<file path="src/rtl/dvfs_pkg.sv">
// Shared DVFS definitions: level width, governor state encoding and default
// workload thresholds, reused by the per-core DVFS array.
package dvfs_pkg;

  localparam int unsigned LVL_W    = 32'd2;
  localparam int unsigned DEF_TH1  = 32'd10000;
  localparam int unsigned DEF_TH2  = 32'd50000;
  localparam int unsigned DEF_TH3  = 32'd100000;
  localparam int unsigned DEF_HYST = 32'd2000;

  typedef enum logic [2:0] {
    ST_IDLE   = 3'd0,
    ST_V_UP   = 3'd1,
    ST_F_UP   = 3'd2,
    ST_F_DOWN = 3'd3,
    ST_V_DOWN = 3'd4,
    ST_DWELL  = 3'd5
  } dvfs_state_e;

endpackage

</file>
<file path="src/rtl/dvfs_level_map.sv">
// Combinational workload-to-level map with down-step hysteresis: rises jump
// straight to the raw level, falls stop at the highest level still held.
module dvfs_level_map
  import dvfs_pkg::*;
#(
  parameter int unsigned WL_W  = 32'd32,
  parameter int unsigned LVL_W = dvfs_pkg::LVL_W,
  parameter int unsigned TH1   = DEF_TH1,
  parameter int unsigned TH2   = DEF_TH2,
  parameter int unsigned TH3   = DEF_TH3,
  parameter int unsigned HYST  = DEF_HYST
) (
  input  logic [WL_W-1:0]  workload,
  input  logic [LVL_W-1:0] cur,
  output logic [LVL_W-1:0] target
);

  localparam logic [WL_W-1:0] T1 = WL_W'(TH1);
  localparam logic [WL_W-1:0] T2 = WL_W'(TH2);
  localparam logic [WL_W-1:0] T3 = WL_W'(TH3);
  // A level L is held on the way down while workload stays above TH(L) - HYST.
  localparam logic [WL_W-1:0] H1 = WL_W'(TH1 - HYST);
  localparam logic [WL_W-1:0] H2 = WL_W'(TH2 - HYST);
  localparam logic [WL_W-1:0] H3 = WL_W'(TH3 - HYST);

  logic [LVL_W-1:0] raw_s;

  // Raw level from plain threshold comparison.
  always_comb begin
    if (workload > T3) begin
      raw_s = LVL_W'(3);
    end else if (workload > T2) begin
      raw_s = LVL_W'(2);
    end else if (workload > T1) begin
      raw_s = LVL_W'(1);
    end else begin
      raw_s = LVL_W'(0);
    end
  end

  // Target level with hysteresis applied only when stepping down.
  always_comb begin
    target = cur;
    if (raw_s > cur) begin
      target = raw_s;
    end else if (raw_s < cur) begin
      if ((cur >= LVL_W'(3)) && (workload > H3)) begin
        target = LVL_W'(3);
      end else if ((cur >= LVL_W'(2)) && (workload > H2)) begin
        target = LVL_W'(2);
      end else if ((cur >= LVL_W'(1)) && (workload > H1)) begin
        target = LVL_W'(1);
      end else begin
        target = LVL_W'(0);
      end
    end else begin
      target = cur;
    end
  end

endmodule

</file>
<file path="src/rtl/dvfs_governor.sv">
// DVFS governor: hysteresis level selection, ordered voltage/frequency
// handshakes, post-transition dwell and sticky ack-timeout detection.
module dvfs_governor
  import dvfs_pkg::*;
#(
  parameter int unsigned WL_W           = 32'd32,
  parameter int unsigned LVL_W          = dvfs_pkg::LVL_W,
  parameter int unsigned TH1            = DEF_TH1,
  parameter int unsigned TH2            = DEF_TH2,
  parameter int unsigned TH3            = DEF_TH3,
  parameter int unsigned HYST           = DEF_HYST,
  parameter int unsigned DWELL_CYCLES   = 32'd16,
  parameter int unsigned TIMEOUT_CYCLES = 32'd1024
) (
  input  logic             clk,
  input  logic             rst_n,
  input  logic [WL_W-1:0]  workload,
  input  logic             workload_valid,
  input  logic             v_ack,
  input  logic             f_ack,
  output logic [LVL_W-1:0] voltage_level,
  output logic [LVL_W-1:0] frequency_level,
  output logic             v_req,
  output logic             f_req,
  output logic             busy,
  output logic             level_done,
  output logic             err_timeout
);

  localparam int unsigned CNT_MAX = (DWELL_CYCLES > TIMEOUT_CYCLES) ? DWELL_CYCLES : TIMEOUT_CYCLES;
  localparam int unsigned CNT_W   = $clog2(CNT_MAX + 32'd1);
  localparam logic [CNT_W-1:0] DWELL_LAST = CNT_W'(DWELL_CYCLES - 32'd1);
  localparam logic [CNT_W-1:0] TMO_LAST   = CNT_W'(TIMEOUT_CYCLES - 32'd1);

  dvfs_state_e      state_r;
  dvfs_state_e      next_state_s;
  logic [CNT_W-1:0] cnt_r;
  logic [LVL_W-1:0] target_s;
  logic             raise_s;
  logic             lower_s;
  logic             tmo_hit_s;
  logic             dwell_end_s;
  logic [LVL_W-1:0] vlvl_s;
  logic [LVL_W-1:0] flvl_s;
  logic             vreq_s;
  logic             freq_s;
  logic             done_s;
  logic             err_s;

  // The frequency level is the level the core is actually running at.
  dvfs_level_map #(
    .WL_W (WL_W),
    .LVL_W(LVL_W),
    .TH1  (TH1),
    .TH2  (TH2),
    .TH3  (TH3),
    .HYST (HYST)
  ) u_level_map (
    .workload(workload),
    .cur     (frequency_level),
    .target  (target_s)
  );

  assign raise_s     = workload_valid && (target_s > frequency_level);
  assign lower_s     = workload_valid && (target_s < frequency_level);
  assign tmo_hit_s   = (cnt_r == TMO_LAST);
  assign dwell_end_s = (cnt_r == DWELL_LAST);
  assign busy        = (state_r != ST_IDLE);

  // State register and shared dwell/timeout counter, cleared on every state change.
  always_ff @(posedge clk) begin
    if (!rst_n) begin
      state_r <= ST_IDLE;
      cnt_r   <= '0;
    end else begin
      state_r <= next_state_s;
      if ((next_state_s != state_r) || (state_r == ST_IDLE)) begin
        cnt_r <= '0;
      end else begin
        cnt_r <= cnt_r + CNT_W'(1);
      end
    end
  end

  // Next-state logic.
  always_comb begin
    next_state_s = state_r;
    case (state_r)
      ST_IDLE: begin
        if (raise_s) begin
          next_state_s = ST_V_UP;
        end else if (lower_s) begin
          next_state_s = ST_F_DOWN;
        end else begin
          next_state_s = ST_IDLE;
        end
      end
      ST_V_UP: begin
        if (v_ack) begin
          next_state_s = ST_F_UP;
        end else if (tmo_hit_s) begin
          next_state_s = ST_DWELL;
        end else begin
          next_state_s = ST_V_UP;
        end
      end
      ST_F_UP: begin
        if (f_ack || tmo_hit_s) begin
          next_state_s = ST_DWELL;
        end else begin
          next_state_s = ST_F_UP;
        end
      end
      ST_F_DOWN: begin
        if (f_ack) begin
          next_state_s = ST_V_DOWN;
        end else if (tmo_hit_s) begin
          next_state_s = ST_DWELL;
        end else begin
          next_state_s = ST_F_DOWN;
        end
      end
      ST_V_DOWN: begin
        if (v_ack || tmo_hit_s) begin
          next_state_s = ST_DWELL;
        end else begin
          next_state_s = ST_V_DOWN;
        end
      end
      ST_DWELL: begin
        if (dwell_end_s) begin
          next_state_s = ST_IDLE;
        end else begin
          next_state_s = ST_DWELL;
        end
      end
      default: next_state_s = ST_IDLE;
    endcase
  end

  // Next output values; a level only moves on the edge its req rises.
  always_comb begin
    vlvl_s = voltage_level;
    flvl_s = frequency_level;
    vreq_s = v_req;
    freq_s = f_req;
    done_s = 1'b0;
    err_s  = err_timeout;
    case (state_r)
      ST_IDLE: begin
        if (raise_s) begin
          vlvl_s = target_s;
          vreq_s = 1'b1;
        end else if (lower_s) begin
          flvl_s = target_s;
          freq_s = 1'b1;
        end else begin
          vreq_s = 1'b0;
          freq_s = 1'b0;
        end
      end
      ST_V_UP: begin
        if (v_ack) begin
          vreq_s = 1'b0;
          flvl_s = voltage_level;
          freq_s = 1'b1;
        end else if (tmo_hit_s) begin
          vreq_s = 1'b0;
          err_s  = 1'b1;
        end else begin
          vreq_s = 1'b1;
        end
      end
      ST_F_UP: begin
        if (f_ack) begin
          freq_s = 1'b0;
          done_s = 1'b1;
        end else if (tmo_hit_s) begin
          freq_s = 1'b0;
          err_s  = 1'b1;
        end else begin
          freq_s = 1'b1;
        end
      end
      ST_F_DOWN: begin
        if (f_ack) begin
          freq_s = 1'b0;
          vlvl_s = frequency_level;
          vreq_s = 1'b1;
        end else if (tmo_hit_s) begin
          freq_s = 1'b0;
          err_s  = 1'b1;
        end else begin
          freq_s = 1'b1;
        end
      end
      ST_V_DOWN: begin
        if (v_ack) begin
          vreq_s = 1'b0;
          done_s = 1'b1;
        end else if (tmo_hit_s) begin
          vreq_s = 1'b0;
          err_s  = 1'b1;
        end else begin
          vreq_s = 1'b1;
        end
      end
      ST_DWELL: begin
        vreq_s = 1'b0;
        freq_s = 1'b0;
      end
      default: begin
        vreq_s = 1'b0;
        freq_s = 1'b0;
      end
    endcase
  end

  // Registered outputs.
  always_ff @(posedge clk) begin
    if (!rst_n) begin
      voltage_level   <= '0;
      frequency_level <= '0;
      v_req           <= 1'b0;
      f_req           <= 1'b0;
      level_done      <= 1'b0;
      err_timeout     <= 1'b0;
    end else begin
      voltage_level   <= vlvl_s;
      frequency_level <= flvl_s;
      v_req           <= vreq_s;
      f_req           <= freq_s;
      level_done      <= done_s;
      err_timeout     <= err_s;
    end
  end

endmodule

</file>
<file path="config.mk">
export PLATFORM = sky130hd
export DESIGN_NAME = dvfs_governor
export DESIGN_NICKNAME = d
export VERILOG_FILES = /design/src/rtl/dvfs_pkg.sv /design/src/rtl/dvfs_level_map.sv /design/src/rtl/dvfs_governor.sv
export SDC_FILE = /design/constraint.sdc
export NUM_CORES = 1
export LEC_CHECK = 0
export BUFFER_PORTS_ARGS = -buffer_cell sky130_fd_sc_hd__buf_2
export CORE_MARGIN = 2
export CORE_UTILIZATION = 40
export CTS_BUF_LIST = sky130_fd_sc_hd__clkbuf_4
export DETAILED_ROUTE_END_ITERATION = 7
export GPL_TIMING_DRIVEN = 0
export PLACE_DENSITY = 0.65
export SYNTH_ARGS = -nofsm -noshare
export SYNTH_HDL_FRONTEND = slang
export SYNTH_SLANG_ARGS = --single-unit
</file>
<file path="constraint.sdc">
create_clock -name clk -period 5.06 [get_ports clk]
set_input_delay 0.759 -clock clk [delete_from_list [all_inputs] [get_ports clk]]
set_output_delay 0.759 -clock clk [all_outputs]
set_load 0.01 [all_outputs]
</file>
==> results of run 1 <==
critical path: cells and delay by family:
| kind | cells | cell delay (ps) |
|---|---|---|
| fa+ha+maj | 2 | 620 |
| buf+inv | 3 | 380 |
| simple gates | 7 | 1640 |
| compound gates | 8 | 1640 |
cell usage in the layout (no fill, tap or decap), drive strengths merged, types with 3 or more instances in the layout:
master	instances
a2111oi	4
buf	46
or3	4
a21oi	9
nand2	10
nand3b	5
inv	9
nor2b	5
nor3	12
nand4	4
nor4	9
o211ai	5
o21a	5
nor3b	3
nand2b	6
a211oi	3
dfxtp	22
nor2	28
ha	5
o21ai	12
xnor2	6
clkbuf	13
a31oi	3
nand3	10
and4	3
flip-flops by register name, summed over array words and instances (netlist names):
name,count
err_timeout,1
v_req,1
f_req,1
frequency_level,2
voltage_level,2
state_r,3
level_done,1
cnt_r,11
power breakdown:
part	internal, mW	switching (mW)
logic	0.209	0.262
registers	0.206	0.0316
clock network	0.0801	0.0584
total	0.496	0.352
cell usage after synthesis (4+ instances only):
cell      instances
nor2_1           28
dfxtp_1          22
nor3_1           12
clkbuf_1         10
nand2_1          10
nand3_1          10
o21ai_0          10
a21oi_1           9
inv_1             9
nor4_1            9
nand2b_1          6
xnor2_1           6
ha_1              5
nand3b_1          5
o211ai_1          5
o21a_1            5
nand4_1           4
nor2b_1           4
or3_1             4
timing repair:
| item | CTS | global route |
|---|---|---|
| gates cloned | 0 | 1 |
| resized for setup | 2 | 13 |
| setup buffers | 1 | 2 |
| hold endpoints to repair | 0 | 0 |
| setup endpoints to repair | 11 | 11 |
| hold buffers | 0 | 0 |
| pin swaps | 1 | 5 |
metrics by stage:
| step | worst slack (ps) | util (%) | hold slack (ps) |
|---|---|---|---|
| floorplan | 148 | - | 418 |
| global placement | -607 | 48.9 | 430 |
| detailed placement | -604 | 48.9 | 443 |
| CTS | 95.9 | 50.5 | 468 |
| global route | 10.3 | 52.6 | 502 |
| finish | 243 | 52.6 | 463 |
kinds of logic (layout without fill, tap and decap cells):
kind of cell | Yosys count | after routing | share of synthesized area, %
DFF | 22 | 22 | 25.6
muxes | 1 | 1 | 0.583
adders and majority gates | 5 | 5 | 3.64
xor gates and xnor gates | 8 | 8 | 4.08
buffers and inverters | 20 | 69 | 4.44
AOI/OAI and AO/OA | 58 | 58 | 25.1
and+or+nand+nor | 111 | 111 | 36.5
worst paths after layout:
check | endpoint | slack, ps | depth (start not counted)
hold / removal | cnt_r[0]$_SDFF_PP0_ | 460 | 1
setup reg to reg | cnt_r[4]$_SDFF_PP0_ | 1860 | 18
hold reg to reg | cnt_r[0]$_SDFF_PP0_ | 460 | 1
setup / recovery | cnt_r[4]$_SDFF_PP0_ | 240 | 20
routing by layer:
| metal | global-route usage [%] | vias up |
|---|---|---|
| met1 | 23.6 | 871 |
| met3 | 3.34 | 4 |
| li1 | - | 947 |
| met2 | 29.5 | 45 |
| met4 | 3.70 | 0 |
| met5 | 0 | - |
layout make-up:
| cell class | instances | area [µm²] | area share (%) |
|---|---|---|---|
| plain buffers | 11 | 45.0 | 2.11 |
| clock buffers | 3 | 22.5 | 1.06 |
| well taps | 50 | 62.6 | 2.93 |
| multi-input cells | 183 | 1270 | 59.4 |
| repair buffers | 45 | 233 | 10.9 |
| clock inverters | 1 | 30.0 | 1.41 |
| flip-flops and latches | 22 | 440 | 20.6 |
| inverters | 9 | 33.8 | 1.58 |
==> impl_metrics.json, run 1 <==
{
  "status": "finished clean",
  "drtIter0Drc": 111,
  "final_hold_viol_count": 0,
  "critPathSlowestCell": "or4_4",
  "worstSetupPathType": "in2reg",
  "rsz0062_at_grt": "no",
  "grt_util_all_layers_pct": 17.6,
  "grt_pass1_vias": 1641,
  "rows": 23,
  "fin_skew_ps": 7.08,
  "ys_ff_latch": 22,
  "maxCapViolCount": 0,
  "start_util_pct": 42.3,
  "drt-met1-wl_mm": 2.11,
  "cts-root-buf": "clkbuf_4",
  "layout_min_cycle_time_ps": 4820,
  "htree_num_levels": 1,
  "grt_pass1_wl_mm": 7.21,
  "synth_ff_type": "dfxtp_1",
  "relSlewSlack_pct": 35.8,
  "highest_layer": "met4",
  "port-buffer-count": 41,
  "tns_ps": 0,
  "die_h_um": 69.5,
  "cts_tree": "done",
  "dieArea_um2": 4840,
  "ys_async_sr_fraction_pct": 0,
  "crit_start": "workload[0]",
  "cp_cell_sequence": "buf_2 > or4_4 > or4_4 > a2111oi_4 > o21ba_2 > nor2_1 > ha_1 > a21oi_4 > a211oi_1 > a21o_1 > ha_1 > nor2b_1 > o211ai_1 > nand4b_1 > nand2_1 > o21ai_0 > o211ai_1 > buf_4 > buf_4 > nor2_1",
  "drive_above_1_share_pct": 24.8,
  "coreArea_um2": 4060,
  "synthesis.area_um2": 1720,
  "cts_inserted_buffers": 3,
  "finalSetupViolCount": 0,
  "antenna_left": 0,
  "yosysUniqueCellTypes": 54,
  "grt-ovfl-total": 0,
  "cts_sinks": 22,
  "ioPinCount": 46,
  "clkTransAtPathRegs_ps": 130,
  "synth_edf_count": 0,
  "placed_area_um2": 1990,
  "ys_seq_area_share_pct": 25.6,
  "finalMaxSlewViolations": 0,
  "max_stage_delay_ps": 540,
  "yosys-top-cells-area": "dfxtp_1, nor2_1, ha_1",
  "final_cells": 324,
  "totalWireLength_mm": 4.41,
  "power_mw": 0.847,
  "worst_setup_path_start_kind": "input pin",
  "ys_warn_count": 0,
  "drtPass1Iterations": 4,
  "max-clock-path-buffers": 2,
  "wl_met2_mm": 2.04,
  "syn_nets": 267,
  "area_growth_pct": 24.3,
  "hold_path_startpoint": "cnt_r[0]$_SDFF_PP0_",
  "drc": 0,
  "critPathCaptureType": "register",
  "vias": 1867,
  "crit_required_ps": 5280,
  "arrival_ps": 5040,
  "fin_nets": 317,
  "design_area_um2": 2130,
  "synth_area_per_cell_um2": 7.64,
  "antenna_found_initial": 0,
  "irDropWorstVdd_mv": 0.149,
  "n_antenna_cell": 0,
  "wl_met3_um": 208,
  "worst_pin_slew_ps": 939,
  "crit_fanout": 5,
  "period_share_pct": 95.2,
  "wl_per_cell_um": 13.6,
  "synth.largest_area_cell": "dfxtp_1",
  "fillers": 416,
  "dp_hpwl_mm": 3.33,
  "synth_top_cell_area_share_pct": 25.6,
  "timing.fmax_mhz": 208,
  "r2r-start": "frequency_level[1]$_SDFFE_PN0P_",
  "leakage_nw": 0.768,
  "netlist_instances": 225,
  "p_per_area_nw_per_um2": 397,
  "clock_latency_ps": 320,
  "post_drt_via_cell_ratio": 5.76,
  "die_w_um": 69.5,
  "place.gp.congestion": 0.898,
  "hold_path.class": "reg2reg",
  "grt_max_degree": 14,
  "dp_cells": 316
}
(Power assumes the default switching activity.)
==> inputs of run 2 (changes only) <==
--- a/config.mk
+++ b/config.mk
@@ -6,7 +6,6 @@
 export NUM_CORES = 1
 export LEC_CHECK = 0
 export BUFFER_PORTS_ARGS = -buffer_cell sky130_fd_sc_hd__buf_2
-export CORE_MARGIN = 2
 export CORE_UTILIZATION = 40
 export CTS_BUF_LIST = sky130_fd_sc_hd__clkbuf_4
 export DETAILED_ROUTE_END_ITERATION = 7
==> constraint.sdc (replaced) <==
create_clock -name clk -period 5.06 [get_ports clk]
set_input_delay 0.253 -clock clk [delete_from_list [all_inputs] [get_ports clk]]
set_output_delay 0.253 -clock clk [all_outputs]
set_load 0.01 [all_outputs]
==> impl_metrics.json, run 2 (synthesis gave the netlist of run 1 again) <==
{
  "status": "finished clean",
  "wl_per_cell_um": 13.0,
  "grt_pass1_vias": 1671,
  "clkTransAtPathRegs_ps": 130,
  "worst_pin_slew_ps": 907,
  "worst_slack_ps": 404,
  "die_h_um": 67.5,
  "drive_above_1_share_pct": 20.4,
  "relSlewSlack_pct": 38.0,
  "rows": 23,
  "layout_commonest_cell": "buf_2",
  "arrival_ps": 4910,
  "worst_setup_path_start_kind": "input pin",
  "finalMaxSlewViolations": 0,
  "dp_worst_setup_slack_ps": -80.7,
  "post_drt_via_cell_ratio": 5.65,
  "placed_area_um2": 1990,
  "layout_top_registers": "cnt_r: 11 flops, state_r: 3 flops",
  "power_mw": 0.717,
  "vias": 1809,
  "drtPass1Iterations": 4,
  "finalSetupViolCount": 0,
  "crit_required_ps": 5310,
  "hold_slack_ps": 362,
  "crit_fanout": 10,
  "layout_min_cycle_time_ps": 4660,
  "final_cell_mix": "buf_2, nor2_1, dfxtp_1",
  "cts_tree": "done",
  "dieArea_um2": 4560,
  "place.gp.congestion": 0.828,
  "tns_ps": 0,
  "p_per_area_nw_per_um2": 356,
  "hold_path.class": "in2reg",
  "max-clock-path-buffers": 2,
  "largest_reg_flops": 11,
  "timing.fmax_mhz": 215,
  "grt_util_all_layers_pct": 20.1,
  "final_util_pct": 49.6,
  "cts_setup_buffers": 0,
  "final_hold_viol_count": 0,
  "dp_cells": 316,
  "port-buffer-count": 41,
  "cts_sinks": 22,
  "worstSetupPathType": "in2reg",
  "design_area_um2": 2010,
  "grt_pass1_wl_mm": 7.14,
  "maxCapViolCount": 0,
  "grt-ovfl-total": 0,
  "drtIter0Drc": 138,
  "area_growth_pct": 17.1,
  "n_antenna_cell": 0,
  "drc": 0,
  "totalWireLength_mm": 4.16,
  "ctsResizeCount": 0,
  "cts-root-buf": "clkbuf_4",
  "die_w_um": 67.5,
  "start_util_pct": 42.3,
  "rsz0062_at_grt": "no",
  "final_cells": 320,
  "coreArea_um2": 4060,
  "grt_max_degree": 13,
  "antenna_found_initial": 0,
  "hold_buffers": 0,
  "fin_nets": 313,
  "ioPinCount": 46,
  "fin_skew_ps": 12.3,
  "critPathCaptureType": "register",
  "period_share_pct": 92.0,
  "htree_num_levels": 1,
  "leakage_nw": 0.722,
  "regMostFlops": "cnt_r",
  "clock_latency_ps": 310,
  "dp_hpwl_mm": 3.22,
  "irDropWorstVdd_mv": 0.124,
  "cts_inserted_buffers": 3,
  "antenna_left": 0
}
## run 2: cell types whose count changed in the layout (fill, tap and decap cells not counted), sizes merged
cell and change:
buf -4, bufinv -1, clkinv +1
## run 2: cell type report
class	instances	area (µm²)
Clock buffer	3	22.5
Sequential cell	22	440
Multi-Input combinational cell	183	1200
Inverter	9	33.8
Buffer	11	42.5
Clock inverter	1	3.75
Tap cell	50	62.6
Fill cell	410	2050
Timing Repair Buffer	41	205
## run 2: path summary, 6_finish.rpt
kind / start / end / slack, ps / cells past startpoint
worst max-delay path: workload[0] / cnt_r[3]$_SDFF_PP0_ / 400 / 21
worst min-delay path: f_ack / state_r[1]$_SDFF_PN0_ / 360 / 3
worst max register to register: frequency_level[1]$_SDFFE_PN0P_ / cnt_r[3]$_SDFF_PP0_ / 1540 / 17
worst min register to register: cnt_r[0]$_SDFF_PP0_ / cnt_r[0]$_SDFF_PP0_ / 450 / 1
## run 2: critical path, cell delays in order
cell,delay [ps]
buf_2,100
or4_4,540
or4_4,540
a2111oi_4,390
o21ai_1,140
ha_1,310
a21oi_1,270
inv_1,100
nor2_1,100
a311o_1,190
nor2b_4,150
nor2_1,50
ha_1,200
nand2b_1,150
nand3_1,160
a21boi_1,480
o2111ai_1,190
a21oi_1,160
o211ai_1,130
buf_2,210
nor2_1,110
## run 2: where the power goes
group	internal, mW	switching (mW)
clock network	0.0288	0.0555
logic	0.166	0.230
registers	0.206	0.0301
total	0.401	0.316
## run 2: routing by layer
layer	global-route usage, %	wire (µm)	vias to the layer above
met5	0	0	-
met4	3.99	34	0
met3	4.56	217	4
met2	34.2	1870	58
met1	25.8	2040	805
li1	-	-	942
